--- src/rtl/cordic_rr_sched.sv ---
// cordic_rr_sched: round-robin front end that shares one iterative CORDIC
// core between four requesters. One job at a time: grant, start the core,
// wait for a fresh done, deliver the result with a one-cycle ack.
//
// Handshake: a requester holds req[k] high until it sees ack[k]. ack[k] is a
// single-cycle pulse, and cos_out/sin_out are valid only in that cycle.
// Towards the core, core_start is a one-cycle pulse. core_done stays high
// after completion until the next start, so the first done seen after a start
// is treated as stale until core_done has been observed low.
module cordic_rr_sched #(
    parameter int TIMEOUT = 31
) (
    input  logic        clock,
    input  logic        reset,
    input  logic [3:0]  req,
    input  logic [35:0] z_in,
    output logic [3:0]  gnt,
    output logic [3:0]  ack,
    output logic [10:0] cos_out,
    output logic [10:0] sin_out,
    output logic        err,
    output logic        core_start,
    output logic [8:0]  core_z0,
    input  logic [10:0] core_cos,
    input  logic [10:0] core_sin,
    input  logic        core_done,
    output logic [2:0]  dbg_state
);

    localparam int CW = $clog2(TIMEOUT + 1);

    typedef enum logic [2:0] {
        IDLE      = 3'd0,
        ISSUE     = 3'd1,
        WAIT_LOW  = 3'd2,
        WAIT_DONE = 3'd3,
        DELIVER   = 3'd4
    } state_t;

    state_t      state_q, state_d;
    logic [3:0]  gnt_q, gnt_d;
    logic [1:0]  gidx_q, gidx_d;
    logic [1:0]  last_q, last_d;
    logic [8:0]  angle_q, angle_d;
    logic [10:0] cos_q, cos_d;
    logic [10:0] sin_q, sin_d;
    logic        err_q, err_d;
    logic [CW-1:0] cnt_q, cnt_d;

    logic [8:0]  z_arr [4];
    logic        sel_found;
    logic [1:0]  sel_idx;
    logic [1:0]  cand;
    logic        cnt_expired;

    // Split the packed angle bus into one 9-bit angle per requester.
    always_comb begin
        for (int k = 0; k < 4; k++) begin
            z_arr[k] = z_in[9*k +: 9];
        end
    end

    // Round-robin pick: first active request starting after the last served.
    always_comb begin
        sel_found = 1'b0;
        sel_idx   = 2'd0;
        cand      = 2'd0;
        for (int i = 1; i <= 4; i++) begin
            cand = last_q + 2'(i);
            if (!sel_found && req[cand]) begin
                sel_found = 1'b1;
                sel_idx   = cand;
            end
        end
    end

    assign cnt_expired = (cnt_q == CW'(TIMEOUT));

    // Next-state logic for the job sequencer and its datapath registers.
    always_comb begin
        state_d = state_q;
        gnt_d   = gnt_q;
        gidx_d  = gidx_q;
        last_d  = last_q;
        angle_d = angle_q;
        cos_d   = cos_q;
        sin_d   = sin_q;
        err_d   = err_q;
        cnt_d   = cnt_q;
        case (state_q)
            IDLE: begin
                cnt_d = '0;
                if (sel_found) begin
                    gnt_d   = 4'b0001 << sel_idx;
                    gidx_d  = sel_idx;
                    angle_d = z_arr[sel_idx];
                    state_d = ISSUE;
                end
            end
            ISSUE: begin
                cnt_d   = '0;
                state_d = WAIT_LOW;
            end
            WAIT_LOW: begin
                // A done still high from the previous job is ignored here.
                if (cnt_expired) begin
                    err_d   = 1'b1;
                    cos_d   = '0;
                    sin_d   = '0;
                    state_d = DELIVER;
                end else begin
                    cnt_d = cnt_q + 1'b1;
                    if (!core_done) begin
                        state_d = WAIT_DONE;
                    end
                end
            end
            WAIT_DONE: begin
                // A real completion wins over a simultaneous timeout.
                if (core_done) begin
                    cos_d   = core_cos;
                    sin_d   = core_sin;
                    state_d = DELIVER;
                end else if (cnt_expired) begin
                    err_d   = 1'b1;
                    cos_d   = '0;
                    sin_d   = '0;
                    state_d = DELIVER;
                end else begin
                    cnt_d = cnt_q + 1'b1;
                end
            end
            DELIVER: begin
                // No grant this cycle; arbitration resumes from IDLE.
                last_d  = gidx_q;
                gnt_d   = '0;
                cnt_d   = '0;
                state_d = IDLE;
            end
            default: begin
                gnt_d   = '0;
                cnt_d   = '0;
                state_d = IDLE;
            end
        endcase
    end

    // State and datapath registers; reset aborts any job in flight.
    always_ff @(posedge clock or posedge reset) begin
        if (reset) begin
            state_q <= IDLE;
            gnt_q   <= '0;
            gidx_q  <= '0;
            last_q  <= 2'd3;
            angle_q <= '0;
            cos_q   <= '0;
            sin_q   <= '0;
            err_q   <= 1'b0;
            cnt_q   <= '0;
        end else begin
            state_q <= state_d;
            gnt_q   <= gnt_d;
            gidx_q  <= gidx_d;
            last_q  <= last_d;
            angle_q <= angle_d;
            cos_q   <= cos_d;
            sin_q   <= sin_d;
            err_q   <= err_d;
            cnt_q   <= cnt_d;
        end
    end

    assign gnt        = gnt_q;
    assign ack        = (state_q == DELIVER) ? gnt_q : 4'b0000;
    assign cos_out    = cos_q;
    assign sin_out    = sin_q;
    assign err        = err_q;
    assign core_start = (state_q == ISSUE);
    assign core_z0    = angle_q;
    assign dbg_state  = state_q;

endmodule
--- config.mk ---
export PLATFORM = sky130hd
export DESIGN_NAME = cordic_rr_sched
export DESIGN_NICKNAME = d
export VERILOG_FILES = /design/src/rtl/cordic_rr_sched.sv
export SDC_FILE = /design/constraint.sdc
export NUM_CORES = 1
export LEC_CHECK = 0
export ABC_AREA = 1
export CAP_MARGIN = 15
export CELL_PAD_IN_SITES_DETAIL_PLACEMENT = 1
export CELL_PAD_IN_SITES_GLOBAL_PLACEMENT = 2
export CORE_MARGIN = 10
export CORE_UTILIZATION = 23
export CTS_BUF_LIST = sky130_fd_sc_hd__clkbuf_8
export CTS_CLUSTER_SIZE = 14
export DETAILED_ROUTE_END_ITERATION = 10
export PLACE_DENSITY_LB_ADDON = 0.2
export SLEW_MARGIN = 20
export SYNTH_ARGS = -nofsm -noshare
export SYNTH_HDL_FRONTEND = slang
export SYNTH_SLANG_ARGS = --single-unit
--- constraint.sdc ---
create_clock -name clock -period 2.7 [get_ports clock]
set_input_delay 0.54 -clock clock [delete_from_list [all_inputs] [get_ports clock]]
set_output_delay 0.54 -clock clock [all_outputs]
set_load 0.01 [all_outputs]
## Word level (Yosys, flattened, before mapping)

Index checks and enable logic that the tools add are counted.

- Flip-flop bits (word level): 48
- Logic and storage cells: 83
- Input bits: 65

- Reduce and logical (&&, ||, !) cells: 13
- Shifts and indexed selects: 1
- Equality and inequality tests: 9
- Bitwise logic cells: 2
- Add/subtract/negate cells: 4
- Magnitude comparators: 5
- Mux-type cells: 40

Operators with widths:

| cell | number |
|---|---|
| two-way mux 11 bit | 4 |
| one-hot mux 11 bit (2 select lines) | 2 |
| binary-select mux 9 bit (select 2 bit) | 1 |
| two-way mux 9 bit | 2 |
| two-way mux 3 bit | 5 |
| < comparator 2 x 3 -> 1 bit (second input constant) | 4 |
| one-hot mux 3 bit (4 select lines) | 1 |
| two-way mux 1 bit | 10 |
| two-way mux 5 bit | 2 |
| one-hot mux 5 bit (2 select lines) | 1 |
| binary-select mux 1 bit (select 2 bit) | 4 |
| two-way mux 2 bit | 4 |
| two-way mux 4 bit | 2 |
| one-hot mux 4 bit (2 select lines) | 1 |
| == test 3 x 2 -> 1 bit (second input constant) | 2 |
| inequality test 3 bit (second input constant) | 2 |
| AND reduction 2 bit | 3 |
| adder 5 x 1 -> 5 bit (second input constant) | 1 |
| == test 5 bit (second input constant) | 1 |
| adder 2 bit (second input constant) | 2 |
| inequality test 2 bit (second input constant) | 2 |
| << shifter 1 x 2 -> 4 bit (first input constant) | 1 |
| == test 3 x 1 -> 1 bit (second input constant) | 1 |
| == test 3 bit (second input constant) | 1 |
| 11 further kinds | 15 |

## Logic depth before layout (Yosys ltp)

- Word-level depth: 17
- Mapped depth: 17
- Depth with buffers taken out: 15

## Worst setup path after synthesis

No wires, ideal clock.

- Path kind: register to register
- Start: register last_q[1]
- End: register angle_q[3] (netlist: core_z0[3])
- Stages on the path, launching flop included: 18
- Buffers on the path: 2
- Data required time: 2.583 ns
- Period minus slack after synthesis: 1.896 ns
- Setup time: 0.117 ns
- Slack: 0.804 ns
- Data arrival time: 1.779 ns
- Cells stage by stage: dfstp_2 > clkbuf_2 > inv_2 > nand2_1 > nand2_1 > nand2_1 > nand2_2 > nor2_4 > nand3_2 > nand2_4 > nand2_4 > buf_6 > nand2_1 > nand2_1 > nand2_1 > nand2_1 > nand2_1 > nand2_1

- Cells in the longest elaborated chain, start to end: 17
- Elaborated cells on any way between the ends: 30
- Those cells by class: add/sub: 3; mux: 19; bitwise: 1; reduce/logical: 7

RTL lines:

| element | line | RTL |
|---|---|---|
| start: declaration | 43 | `logic [1:0] last_q, last_d;` |
| start signal: assignment | 164 | `last_q <= last_d;` |
| adder 2 x 1 -> 2 bit | 69 | `cand = last_q + 2'(i);` |
| binary-select mux 1 bit (select 2 bit) | 70 | `if (!sel_found && req[cand]) begin` |
| two-way mux 1 bit (not written as such) | 70 |  |
| two-way mux 1 bit | 70 |  |
| logical NOT 1 bit | 70 |  |
| logical AND 1 bit | 70 |  |
| two-way mux 1 bit | 70 |  |
| logical NOT 1 bit | 70 |  |
| logical AND 1 bit | 70 |  |
| two-way mux 1 bit | 70 |  |
| logical NOT 1 bit | 70 |  |
| logical AND 1 bit | 70 |  |
| two-way mux 2 bit | 70 |  |
| NOT 2 -> 3 bit (not written as such) | 96 | `angle_d = z_arr[sel_idx];` |
| binary-select mux 9 bit (select 2 bit) | 96 |  |
| two-way mux 9 bit (not written as such) (2 in series) | 96 |  |
| end signal: assignment | 165 | `angle_q <= angle_d;` |
| end: declaration | 44 | `logic [8:0] angle_q, angle_d;` |

Several ways; a longest one is shown, not always the timed one. The select of a mux whose other input is x is not followed.
A chain may end at the register's enable or synchronous reset.

## Final worst setup path

- Start: register state_q[0] (netlist: dbg_state[0])
- End: output ack[1]

- Cells in the longest elaborated chain, start to end: 2

RTL lines:

| element | line | RTL |
|---|---|---|
| start: declaration | 40 | `state_t state_q, state_d;` |
| start signal: assignment | 161 | `state_q <= state_d;` |
| == test 3 bit | 174 | `assign ack = (state_q == DELIVER) ? gnt_q : 4'b0000;` |
| two-way mux 4 bit | 174 |  |
| end: declaration | 18 | `output logic [3:0] ack,` |

No other way between the ends.

==> summary.txt <==
Power and ir drop
  • Pint: 2.58 mW
  • Clock power share: 12.3%
  • Sequential share of power: 27.1%
  • Sw frac: 44.5%
  • LEAKAGE: ~1.9 nW
  • Total power: about 4.6 mW
  • P_sw: ~2.1 mW
  • PD cells: 1190 mW/mm^2
  • Worst VDD drop: roughly 440 uV
  • Logic gate share of total power: ~61%

Synth
  • Yosys warns: 0
  • Mapped Nets: 390
  • Register area share after synthesis: 47.5%
  • Post-synth top area share: 45.4%
  • Largest cells by area after synthesis: dfrtp_1 (45%), nand2_1 (19%), a22o_1 (7.6%)
  • Post-synth top area cell: dfrtp_1
  • Prevailing post-synth register cell: dfrtp_1
  • EDFF count, synth: 0
  • Mapped Avg Cell Area: 7.84 sq um
  • Number of synthesized register bits: 48
  • Most frequent cell after synthesis: nand2_1
  • Async set-reset flop share out of synthesis: 100%
  • Yosys cell types: 32
  • Syn Inst Count: between 300 and 400
  • Synth cell count leaders: nand2_1 (131), dfrtp_1 (46), nand3_1 (26), inv_1 (23), a22o_1 (22)
  • Post-Syn Area: 0.00253 sq mm

Place
  • DP Wirelength: 6950 microns
  • Number of port buffers: roughly 110
  • Placed Instances: 566
  • Final GP Congestion: 0.736

GRT
  • Largest net degree at the start of global routing: 26
  • Global-route wire length before repair: 15200 microns
  • Vias in the first global route: 2773
  • Grt ovf: 0
  • Initial antenna violation count: 0
  • Total GRT Usage: 11.4%

Floorplanning
  • Placement Rows: 38
  • Die Wd: 125 microns
  • # IOs: 109
  • Core area: 0.0108 sq mm
  • Die Ht: 125 microns
  • Starting Density: 23.5%
  • DIE AREA: 0.0156 sq mm

Min path
  • Hold Crit Class: reg2reg
  • Hold Startpoint: err$_DFFE_PP0P_

Final layout
  • Share of cells above drive strength 1: 8.06%
  • Final Net Count: 500
  • Synth-to-Final Area Change: 54.3%
  • Inserted Diodes: 0
  • FF/Latch Area: around 0.0012 sq mm
  • Multi-input logic area: between 0.001 and 0.0015 sq mm
  • Filler cells: about 1300
  • Non-filler instance count after layout: 574

Detailed routing
  • Antenna-violating nets left: 0
  • Drt drc: 0
  • WL/cell: 15.4 microns
  • First-pass DRT Iterations: 4
  • WL final: ~8900 microns
  • Post-DR vias/cell: 4.36
  • Vias: 2501
  • DRT iter0 DRCs: 88

CTS
  • Clk buf depth: 2
  • H-tree Lvls: 2
  • Clk Latency, worst-skew pair: a little under 0.3 ns
  • CTS tree: done
  • CTS resizes: 0
  • CTS Sinks: 48
  • Root buf cell: clkbuf_8
  • CTS Buf Count: 5
  • CTS Hold Bufs: 0
  • Reg clk slew, reported paths: 0.09 ns
  • Post-CTS Setup Repair Bufs: 0

Worst setup path
  • Critical path origin: dbg_state[0]$_DFFE_PP0P_
  • Critical Path End Type: output pin
  • Startpoint Class: flip-flop
  • R2r startpoint: last_q[0]$_DFFE_PP1N_
  • Critical path class: reg2out
  • Worst-path maximum fanout: 8
  • Worst Path Required: 2.16 ns
  • Worst endpoint data arrival time: 1.87 ns

STA
  • Min Hold Slack: 0.482 ns
  • Hold Vio Cnt, Final: 0
  • Clock Skew: 0.00350 ns
  • Period minus WS final: 2.41 ns
  • Max Fclk: 0.415 GHz
  • Setup-failing EPs final: 0
  • Setup TNS: 0 ns
  • Max-slew violations: 0
  • RSZ-0062 raised after global routing: false
  • Part of the cycle the worst path needs: 89.2%
  • Worst slew pin tran: 0.531 ns
  • Relative slew slack: 64.5%

Job
  • Max Cap Violations: 0

Run status
  • Result of the run: completed
==> power groups by stage <==
| stage | Combinational (mW) | Sequential [mW] | Clock, mW |
|---|---|---|---|
| 6_report | 2.82 | 1.26 | 0.571 |
| 5_1_grt | 3.25 | 1.31 | 0.627 |
| 4_1_cts | 2.91 | 1.27 | 0.592 |
| 3_5_place_dp | 2.90 | 1.27 | 0 |
| 3_3_place_gp | 2.88 | 1.27 | 0 |
| 2_1_floorplan | 1.72 | 1.33 | 0 |
==> layer usage <==
| metal | global-route usage [%] | part of all wire [%] |
|---|---|---|
| met1 | 15.5 | 49 |
| met2 | 17.2 | 42 |
| met3 | 4.39 | 8.0 |
| met4 | 1.42 | 0.32 |
| met5 | 0 | 0 |
==> layout by cell type, fill, tap and decap left out, types with 2 or more instances in the layout <==
master,n
clkbuf_8,7
nand2_4,2
nand4_1,2
nand2_1,131
a21oi_1,4
nor3_1,4
inv_2,5
a22o_1,22
buf_4,6
o21a_1,2
nand2_2,5
nor2_1,15
o22ai_1,2
nand3_1,26
dfstp_2,2
inv_1,22
o21ai_0,8
clkdlybuf4s50_1,108
nor2_2,2
ha_1,2
dfrtp_1,46
==> cell families after synthesis <==
kind of cell / share of synthesized area [%]
mux: 0.395
simple gates: 31.8
flops: 47.5
compound gates: 12.5
fa+ha+maj: 0.987
buf+inv: 6.81
==> path summary, 6_finish.rpt <==
path                            cells past startpoint  slack [ns]                endpoint
min in group asynchronous                           2        0.59  core_z0[1]$_DFFE_PP0P_
worst min register to register                      1        0.48         err$_DFFE_PP0P_
worst max register to register                     15        0.58  core_z0[4]$_DFFE_PP0P_
worst min-delay path                                1        0.48         err$_DFFE_PP0P_
max in group asynchronous                           3        1.50   last_q[1]$_DFFE_PP1N_
worst max-delay path                                4        0.29                  ack[1]
==> per-stage QoR <==
step	cell area [sq um]	utilization [%]	setup slack, ns
2_1_floorplan	2530	-	0.804
3_3_place_gp	3780	35.1	0.306
3_5_place_dp	3780	35.1	0.256
4_1_cts	3910	36.2	0.235
5_1_grt	3910	36.2	0.0846
6_report	3910	36.2	0.292
==> state kept, by name, summed over array words and instances, names as in the netlist <==
| name | flops |
|---|---|
| cos_out | 11 |
| dbg_state | 3 |
| last_q | 2 |
| sin_out | 11 |
| core_z0 | 9 |
| cnt_q | 5 |
| err | 1 |
| gnt | 4 |
| gidx_q | 2 |
==> critical path: stages (launching register included) <==
cell and delay [ns]:
dfrtp_1 0.43, nor2_1 0.19, nand2_1 0.21, nor2_1 0.18, clkdlybuf4s50_1 0.56
==> area by class of cell <==
cell class                      count  share of cell area, %
Tap cell                          140                   4.48
Timing Repair Buffer              115                   29.3
Clock inverter                      1                  0.768
Sequential cell                    48                   30.8
Clock buffer                        7                   2.46
Inverter                           27                   2.59
Multi-Input combinational cell    236                   29.6
No activity file was read; power rests on OpenSTA's default activity.
